<file path="src/rtl/sar_scan_pkg.sv">
// Shared types and helpers for the SAR scan controller and its channel picker.
package sar_scan_pkg;

    typedef enum logic [1:0] {
        IDLE    = 2'd0,
        SAMPLE  = 2'd1,
        CONVERT = 2'd2,
        RESULT  = 2'd3
    } state_e;

    // Index width for a value range, never narrower than one bit.
    function automatic int clog2Min1(input int value);
        return (value <= 2) ? 1 : $clog2(value);
    endfunction

endpackage

</file>
<file path="src/rtl/sar_channel_picker.sv">
// Combinational channel picker: finds the next enabled channel above the
// current one, flags when none remains (wrap), and reports the lowest
// enabled channel of the mask.
module sar_channel_picker
    import sar_scan_pkg::*;
#(
    parameter int N_CHANNELS = 4,
    parameter int CH_W       = 2
) (
    input  logic [N_CHANNELS-1:0] mask_i,
    input  logic [CH_W-1:0]       current_i,
    output logic [CH_W-1:0]       next_o,
    output logic                  wrap_o,
    output logic [CH_W-1:0]       lowest_o
);

    // Scan from the top down so the last hit is the lowest qualifying index.
    always_comb begin
        next_o   = '0;
        wrap_o   = 1'b1;
        lowest_o = '0;
        for (int i = N_CHANNELS - 1; i >= 0; i--) begin
            if (mask_i[i]) begin
                lowest_o = CH_W'(i);
                if (CH_W'(i) > current_i) begin
                    next_o = CH_W'(i);
                    wrap_o = 1'b0;
                end
            end
        end
    end

endmodule

</file>
<file path="src/rtl/sar_scan_controller.sv">
// SAR conversion controller: scans the enabled channels of a latched mask,
// running sample, MSB-first binary search and valid/ready result hand-off.
// Optional feature macro: SAR_OVERSAMPLE_EN (averages 2^OSR_LOG2 conversions
// per channel before presenting a result).
module sar_scan_controller
    import sar_scan_pkg::*;
#(
    parameter int N_BITS        = 10,
    parameter int N_CHANNELS    = 4,
    parameter int SAMPLE_CYCLES = 2
`ifdef SAR_OVERSAMPLE_EN
    ,
    parameter int OSR_LOG2      = 2
`endif
) (
    input  logic                                clk,
    input  logic                                reset,
    input  logic                                start,
    input  logic                                continuous,
    input  logic [N_CHANNELS-1:0]               channel_mask,
    input  logic                                feedback_value,
    output logic [clog2Min1(N_CHANNELS)-1:0]    channel_sel,
    output logic                                sample_en,
    output logic [N_BITS-1:0]                   dac_code,
    output logic                                busy,
    output logic [N_BITS-1:0]                   result_data,
    output logic [clog2Min1(N_CHANNELS)-1:0]    result_channel,
    output logic                                result_valid,
    input  logic                                result_ready,
    output logic                                scan_done
);

    localparam int CH_W = clog2Min1(N_CHANNELS);
    localparam int SC_W = clog2Min1(SAMPLE_CYCLES);
    localparam int TR_W = clog2Min1(N_BITS);
    localparam logic [SC_W-1:0]   SAMPLE_LAST = SC_W'(SAMPLE_CYCLES - 1);
    localparam logic [TR_W-1:0]   TRIAL_LAST  = TR_W'(N_BITS - 1);
    localparam logic [N_BITS-1:0] MSB_ONE     = {1'b1, {(N_BITS-1){1'b0}}};

    state_e                state_q;
    logic [N_CHANNELS-1:0] mask_q;
    logic                  cont_q;
    logic [N_BITS-1:0]     code_q;
    logic [TR_W-1:0]       trial_q;
    logic [SC_W-1:0]       sampleCnt_q;
    logic [CH_W-1:0]       channelSel_q;
    logic                  sampleEn_q;
    logic [N_BITS-1:0]     dacCode_q;
    logic [N_BITS-1:0]     resultData_q;
    logic                  resultValid_q;
    logic                  scanDone_q;

    logic [N_BITS-1:0]     bitUnderTest;
    logic [N_BITS-1:0]     committed_d;
    logic [N_CHANNELS-1:0] pickMask;
    logic [CH_W-1:0]       nextCh;
    logic                  wrap;
    logic [CH_W-1:0]       lowestCh;

`ifdef SAR_OVERSAMPLE_EN
    localparam int ACC_W = N_BITS + OSR_LOG2;
    localparam int REP_W = (OSR_LOG2 < 1) ? 1 : OSR_LOG2;
    localparam logic [REP_W-1:0] REP_LAST = REP_W'((1 << OSR_LOG2) - 1);

    logic [ACC_W-1:0] acc_q;
    logic [REP_W-1:0] rep_q;
    logic [ACC_W-1:0] accSum_d;

    assign accSum_d = acc_q + ACC_W'(committed_d);
`endif

    // In IDLE the picker looks at the incoming mask so the first channel
    // is known on the accepting edge; afterwards it uses the latched copy.
    assign pickMask     = (state_q == IDLE) ? channel_mask : mask_q;
    assign bitUnderTest = MSB_ONE >> trial_q;
    assign committed_d  = code_q | (feedback_value ? bitUnderTest : '0);

    sar_channel_picker #(
        .N_CHANNELS (N_CHANNELS),
        .CH_W       (CH_W)
    ) u_picker (
        .mask_i    (pickMask),
        .current_i (channelSel_q),
        .next_o    (nextCh),
        .wrap_o    (wrap),
        .lowest_o  (lowestCh)
    );

    assign channel_sel    = channelSel_q;
    assign sample_en      = sampleEn_q;
    assign dac_code       = dacCode_q;
    assign busy           = (state_q != IDLE);
    assign result_data    = resultData_q;
    assign result_channel = channelSel_q;
    assign result_valid   = resultValid_q;
    assign scan_done      = scanDone_q;

    // Scan sequencer: state, latched scan setup, binary search and all registered outputs.
    always_ff @(posedge clk) begin
        if (!reset) begin
            state_q       <= IDLE;
            mask_q        <= '0;
            cont_q        <= 1'b0;
            code_q        <= '0;
            trial_q       <= '0;
            sampleCnt_q   <= '0;
            channelSel_q  <= '0;
            sampleEn_q    <= 1'b0;
            dacCode_q     <= '0;
            resultData_q  <= '0;
            resultValid_q <= 1'b0;
            scanDone_q    <= 1'b0;
`ifdef SAR_OVERSAMPLE_EN
            acc_q         <= '0;
            rep_q         <= '0;
`endif
        end else begin
            scanDone_q <= 1'b0;
            case (state_q)
                IDLE: begin
                    if (start && (|channel_mask)) begin
                        mask_q       <= channel_mask;
                        cont_q       <= continuous;
                        channelSel_q <= lowestCh;
                        state_q      <= SAMPLE;
                        sampleEn_q   <= 1'b1;
                        sampleCnt_q  <= '0;
`ifdef SAR_OVERSAMPLE_EN
                        acc_q        <= '0;
                        rep_q        <= '0;
`endif
                    end
                end
                SAMPLE: begin
                    if (sampleCnt_q == SAMPLE_LAST) begin
                        sampleEn_q <= 1'b0;
                        state_q    <= CONVERT;
                        code_q     <= '0;
                        trial_q    <= '0;
                        dacCode_q  <= MSB_ONE;
                    end else begin
                        sampleCnt_q <= sampleCnt_q + SC_W'(1);
                    end
                end
                CONVERT: begin
                    code_q <= committed_d;
                    if (trial_q == TRIAL_LAST) begin
                        dacCode_q <= '0;
`ifdef SAR_OVERSAMPLE_EN
                        if (rep_q != REP_LAST) begin
                            rep_q       <= rep_q + REP_W'(1);
                            acc_q       <= accSum_d;
                            state_q     <= SAMPLE;
                            sampleEn_q  <= 1'b1;
                            sampleCnt_q <= '0;
                        end else begin
                            acc_q         <= accSum_d;
                            resultData_q  <= accSum_d[ACC_W-1:OSR_LOG2];
                            resultValid_q <= 1'b1;
                            state_q       <= RESULT;
                        end
`else
                        resultData_q  <= committed_d;
                        resultValid_q <= 1'b1;
                        state_q       <= RESULT;
`endif
                    end else begin
                        trial_q   <= trial_q + TR_W'(1);
                        dacCode_q <= committed_d | (bitUnderTest >> 1);
                    end
                end
                RESULT: begin
                    if (result_ready) begin
                        resultValid_q <= 1'b0;
                        if (wrap) begin
                            scanDone_q <= 1'b1;
                        end
                        if (!wrap || cont_q) begin
                            channelSel_q <= wrap ? lowestCh : nextCh;
                            state_q      <= SAMPLE;
                            sampleEn_q   <= 1'b1;
                            sampleCnt_q  <= '0;
`ifdef SAR_OVERSAMPLE_EN
                            acc_q        <= '0;
                            rep_q        <= '0;
`endif
                        end else begin
                            state_q <= IDLE;
                        end
                    end
                end
                default: state_q <= IDLE;
            endcase
        end
    end

endmodule
</file>
<file path="config.mk">
export PLATFORM = sky130hd
export DESIGN_NAME = sar_scan_controller
export DESIGN_NICKNAME = d
export VERILOG_FILES = /design/src/rtl/sar_scan_pkg.sv /design/src/rtl/sar_channel_picker.sv /design/src/rtl/sar_scan_controller.sv
export SDC_FILE = /design/constraint.sdc
export NUM_CORES = 1
export LEC_CHECK = 0
export ABC_AREA = 0
export CAP_MARGIN = 25
export CORE_AREA = 4 4 73 75
export DETAILED_ROUTE_END_ITERATION = 6
export DIE_AREA = 0 0 77 79
export GPL_ROUTABILITY_DRIVEN = 1
export PLACE_DENSITY = 0.86
export SYNTH_ARGS = -nofsm -noshare
export SYNTH_HDL_FRONTEND = slang
export SYNTH_SLANG_ARGS = --single-unit
</file>
<file path="constraint.sdc">
create_clock -name clk -period 2.95 [get_ports clk]
set_clock_uncertainty 0.2 [all_clocks]
set_input_delay 0.885 -clock clk [delete_from_list [all_inputs] [get_ports clk]]
set_output_delay 0.885 -clock clk [all_outputs]
set_load 0.005 [all_outputs]
</file>
==> impl_metrics.py <==
metrics = {
    "run_status": {
        "outcome": "finished clean",
    },
    "synthesis": {
        "syn_nets": 316,
        "ys.flop_type": "dfxtp_1",
        "ys_seq_elements": 47,
        "synth_area_leaders": "dfxtp_1, o21ai_0, nor2_1",
        "synth_top_family_by_area": "compound AO/OA/AOI/OAI gates",
        "synth.top_cell.area_share_pct": 39.13,
        "synthAdderAreaFrac_pct": 5.203,
        "synth-simple-area-share_pct": 17.07,
        "synth_cells": 296,
        "synth_area_leader_cell": "dfxtp_1",
        "synth_most_common_cell": "dfxtp_1",
        "synth.top_cells.by_count": "dfxtp_1, nor2_1, o21ai_0",
        "ys_async_sr_fraction_pct": 0,
        "yosys.area_share.xor_xnor_pct": 0,
        "yosys_warnings": 0,
        "syn-cell-area_sq_um": 2405,
        "synth_compound_area_share_pct": 28.10,
        "muxShareOfSynthArea_pct": 4.475,
        "ys_seq_area_share_pct": 39.13,
        "syn_avg_cell_area_sq_um": 8.124,
        "yosys.cell_types.count": 43,
        "synth_edf_count": 0,
    },
    "critical_path": {
        "r2r_start": "state_q[1]",
        "required_ns": 1.87,
        "reg2reg_to": "state_q[0]",
        "crit_fanout": 5,
        "arrival_ns": 1.60,
        "regToRegSetupSlack_ns": 0.51,
        "cp-end-kind": "primary output",
        "rr_worst_depth": 8,
        "crit_path_start_kind": "flop",
        "crit_type": "reg2out",
    },
    "power_and_ir_drop": {
        "p_per_area_nw_per_um2": 673.8,
        "leakage_nw": 1.070,
        "vdd_ir_drop_max_mv": 0.3486,
    },
    "cells_and_area": {
        "area_delta_synth_final_pct": 21.23,
        "fin_nets": 350,
        "final_layout_size_suffix_gt1_share_pct": 7.855,
        "n_antenna_cell": 0,
    },
    "place": {
        "gp_congestion": 0.8933,
        "portBuffers": 37,
        "dp_hpwl_um": 4291,
        "pre_cts_slack_ns": 0.06479,
    },
    "sta": {
        "setup_violations": 0,
        "relSlewSlack_pct": 57.88,
        "fmax_mhz": 371.8,
        "fin_tns_setup_ns": 0,
        "maxSlewViolCount": 0,
        "hold_viol_final": 0,
        "worst_pin_slew_ns": 0.6276,
        "rsz0062_at_grt": "no",
        "fin_ws_ns": 0.2606,
        "min_period_over_period_pct": 91.17,
        "fin_crit_ns": 2.689,
    },
    "detailed_routing": {
        "wl_per_cell_um": 15.40,
        "drtAntennaViolNets": 0,
        "dr.first_iter.drc_count": 87,
        "drc": 0,
        "dr_total_vias": 2273,
        "totalWireLength_um": 5930,
        "drtPass1Iterations": 4,
        "viasPerCell": 5.904,
    },
    "clock_network": {
        "clk_path_buf_depth": 2,
        "cts_buffers": 5,
        "cts_tree": "yes",
        "clock_latency_ns": 0.30,
        "cts-root-buf": "clkbuf_8",
        "cts_resized": 0,
        "htree_num_levels": 2,
        "path_clk_slew_ns": 0.08,
        "cts_hold_buf": 0,
        "clkSinkCount": 47,
        "cts_setup_buffers": 0,
    },
    "global_route": {
        "grt_usage_pct": 20.50,
        "grt_pass1_vias": 2208,
        "grt.overflow.total": 0,
        "grt_max_degree": 33,
        "grt_pass1_wl_um": 10180,
        "grt_antenna_before_repair": 0,
    },
    "worst_hold_path": {
        "holdCritStartpoint": "dac_code[1]",
        "hold_path_end": "dac_code[1]",
        "hold_depth": 2,
        "worstHoldPathType": "reg2reg",
    },
    "die": {
        "dieWidth_um": 77,
        "dieHeight_um": 79,
        "core_area_sq_um": 4661,
        "die-area_sq_um": 6083,
        "pin_count": 38,
        "rows": 25,
        "initial_core_util_pct": 51.60,
    },
    "run": {
        "cap_violations": 0,
    },
}
## critical path: stages (launching register included)
cell and delay (ns):
dfxtp_1 0.41, inv_1 0.10, ha_1 0.20, inv_1 0.09, clkdlybuf4s50_1 0.51
## through the flow
stage / util (%) / hold WS, ns / power (W) / area [sq um] / instances
final: 62.55 / 0.2897 / 0.001964 / 2915 / 385
after floorplan: - / 0.2373 / 0.001374 / 2405 / 296
after global routing: 62.55 / 0.3169 / 0.002097 / 2915 / 385
after detailed placement: 60.81 / 0.2673 / 0.001602 / 2834 / 377
after global placement: 60.81 / 0.2559 / 0.001595 / 2834 / 377
after CTS: 62.55 / 0.2883 / 0.001971 / 2915 / 385
## placed cells by master, fill, tap and decap left out, types with 2 or more instances in the layout
cell type        instances
a211oi_1                13
a21o_1                   3
a21oi_1                 23
a22oi_1                  6
a31oi_1                 13
and2b_1                  2
and3_1                   3
buf_4                    9
clkbuf_1                 2
clkbuf_8                 5
clkdlybuf4s50_1         37
dfxtp_1                 47
ha_1                    10
inv_1                   13
mux2i_1                  7
nand2_1                 18
nand3_1                  7
nor2_1                  44
nor2b_1                  3
nor3_1                   8
o21ai_0                 34
o221a_2                  2
## cells by family (layout without fill, tap and decap cells)
family / Yosys count / in the layout
buffers and inverters: 33 / 68
adder cells (fa/ha/maj): 10 / 10
AO/OA/AOI/OAI: 105 / 105
multiplexers: 9 / 9
flip-flops: 47 / 47
AND/OR/NAND/NOR: 92 / 92
## routing by layer
| layer | GRT usage (%) | vias up | wire [um] |
|---|---|---|---|
| met5 | 0 | - | 0 |
| met2 | 37.11 | 78 | 2988 |
| li1 | - | 1127 | - |
| met3 | 5.215 | 10 | 348 |
| met1 | 23.32 | 1058 | 2476 |
| met4 | 7.473 | 0 | 116 |
## where the power goes
group | internal, W | leakage (nW) | switching (W)
sequential | 0.000689 | 0.381 | 0.0000600
combinational | 0.000361 | 0.647 | 0.000479
clock | 0.000167 | 0.0422 | 0.000209
total | 0.00122 | 1.07 | 0.000748
## worst max path at each step
stage,startpoint,to,slack (ns),cells after the start
2_1_floorplan,channel_mask[2],state_q[0],0.69,5
3_3_place_gp,channel_mask[2],state_q[0],0.10,6
3_5_place_dp,channel_mask[3],channel_sel[0],0.06,6
4_1_cts,state_q[1],busy,0.25,4
5_1_grt,state_q[1],busy,0.18,4
6_report,state_q[1],busy,0.26,4
## cell type report
cell class | instances | area, sq um
inverters | 13 | 48.80
fillers | 400 | 1745
repair buffers | 47 | 457.9
multi-input cells | 216 | 1319
well taps | 54 | 67.56
flip-flops and latches | 47 | 940.9
clock inverters | 1 | 5.005
clock buffers | 7 | 76.32
## registers in the layout (all words and copies together) (netlist names)
name,cells
sampleCnt_q,1
scan_done,1
sample_en,1
state_q,2
result_valid,1
mask_q,4
code_q,10
cont_q,1
dac_code,10
result_data,10
trial_q,4
channel_sel,2
No activity file was read; power rests on OpenSTA's default activity.
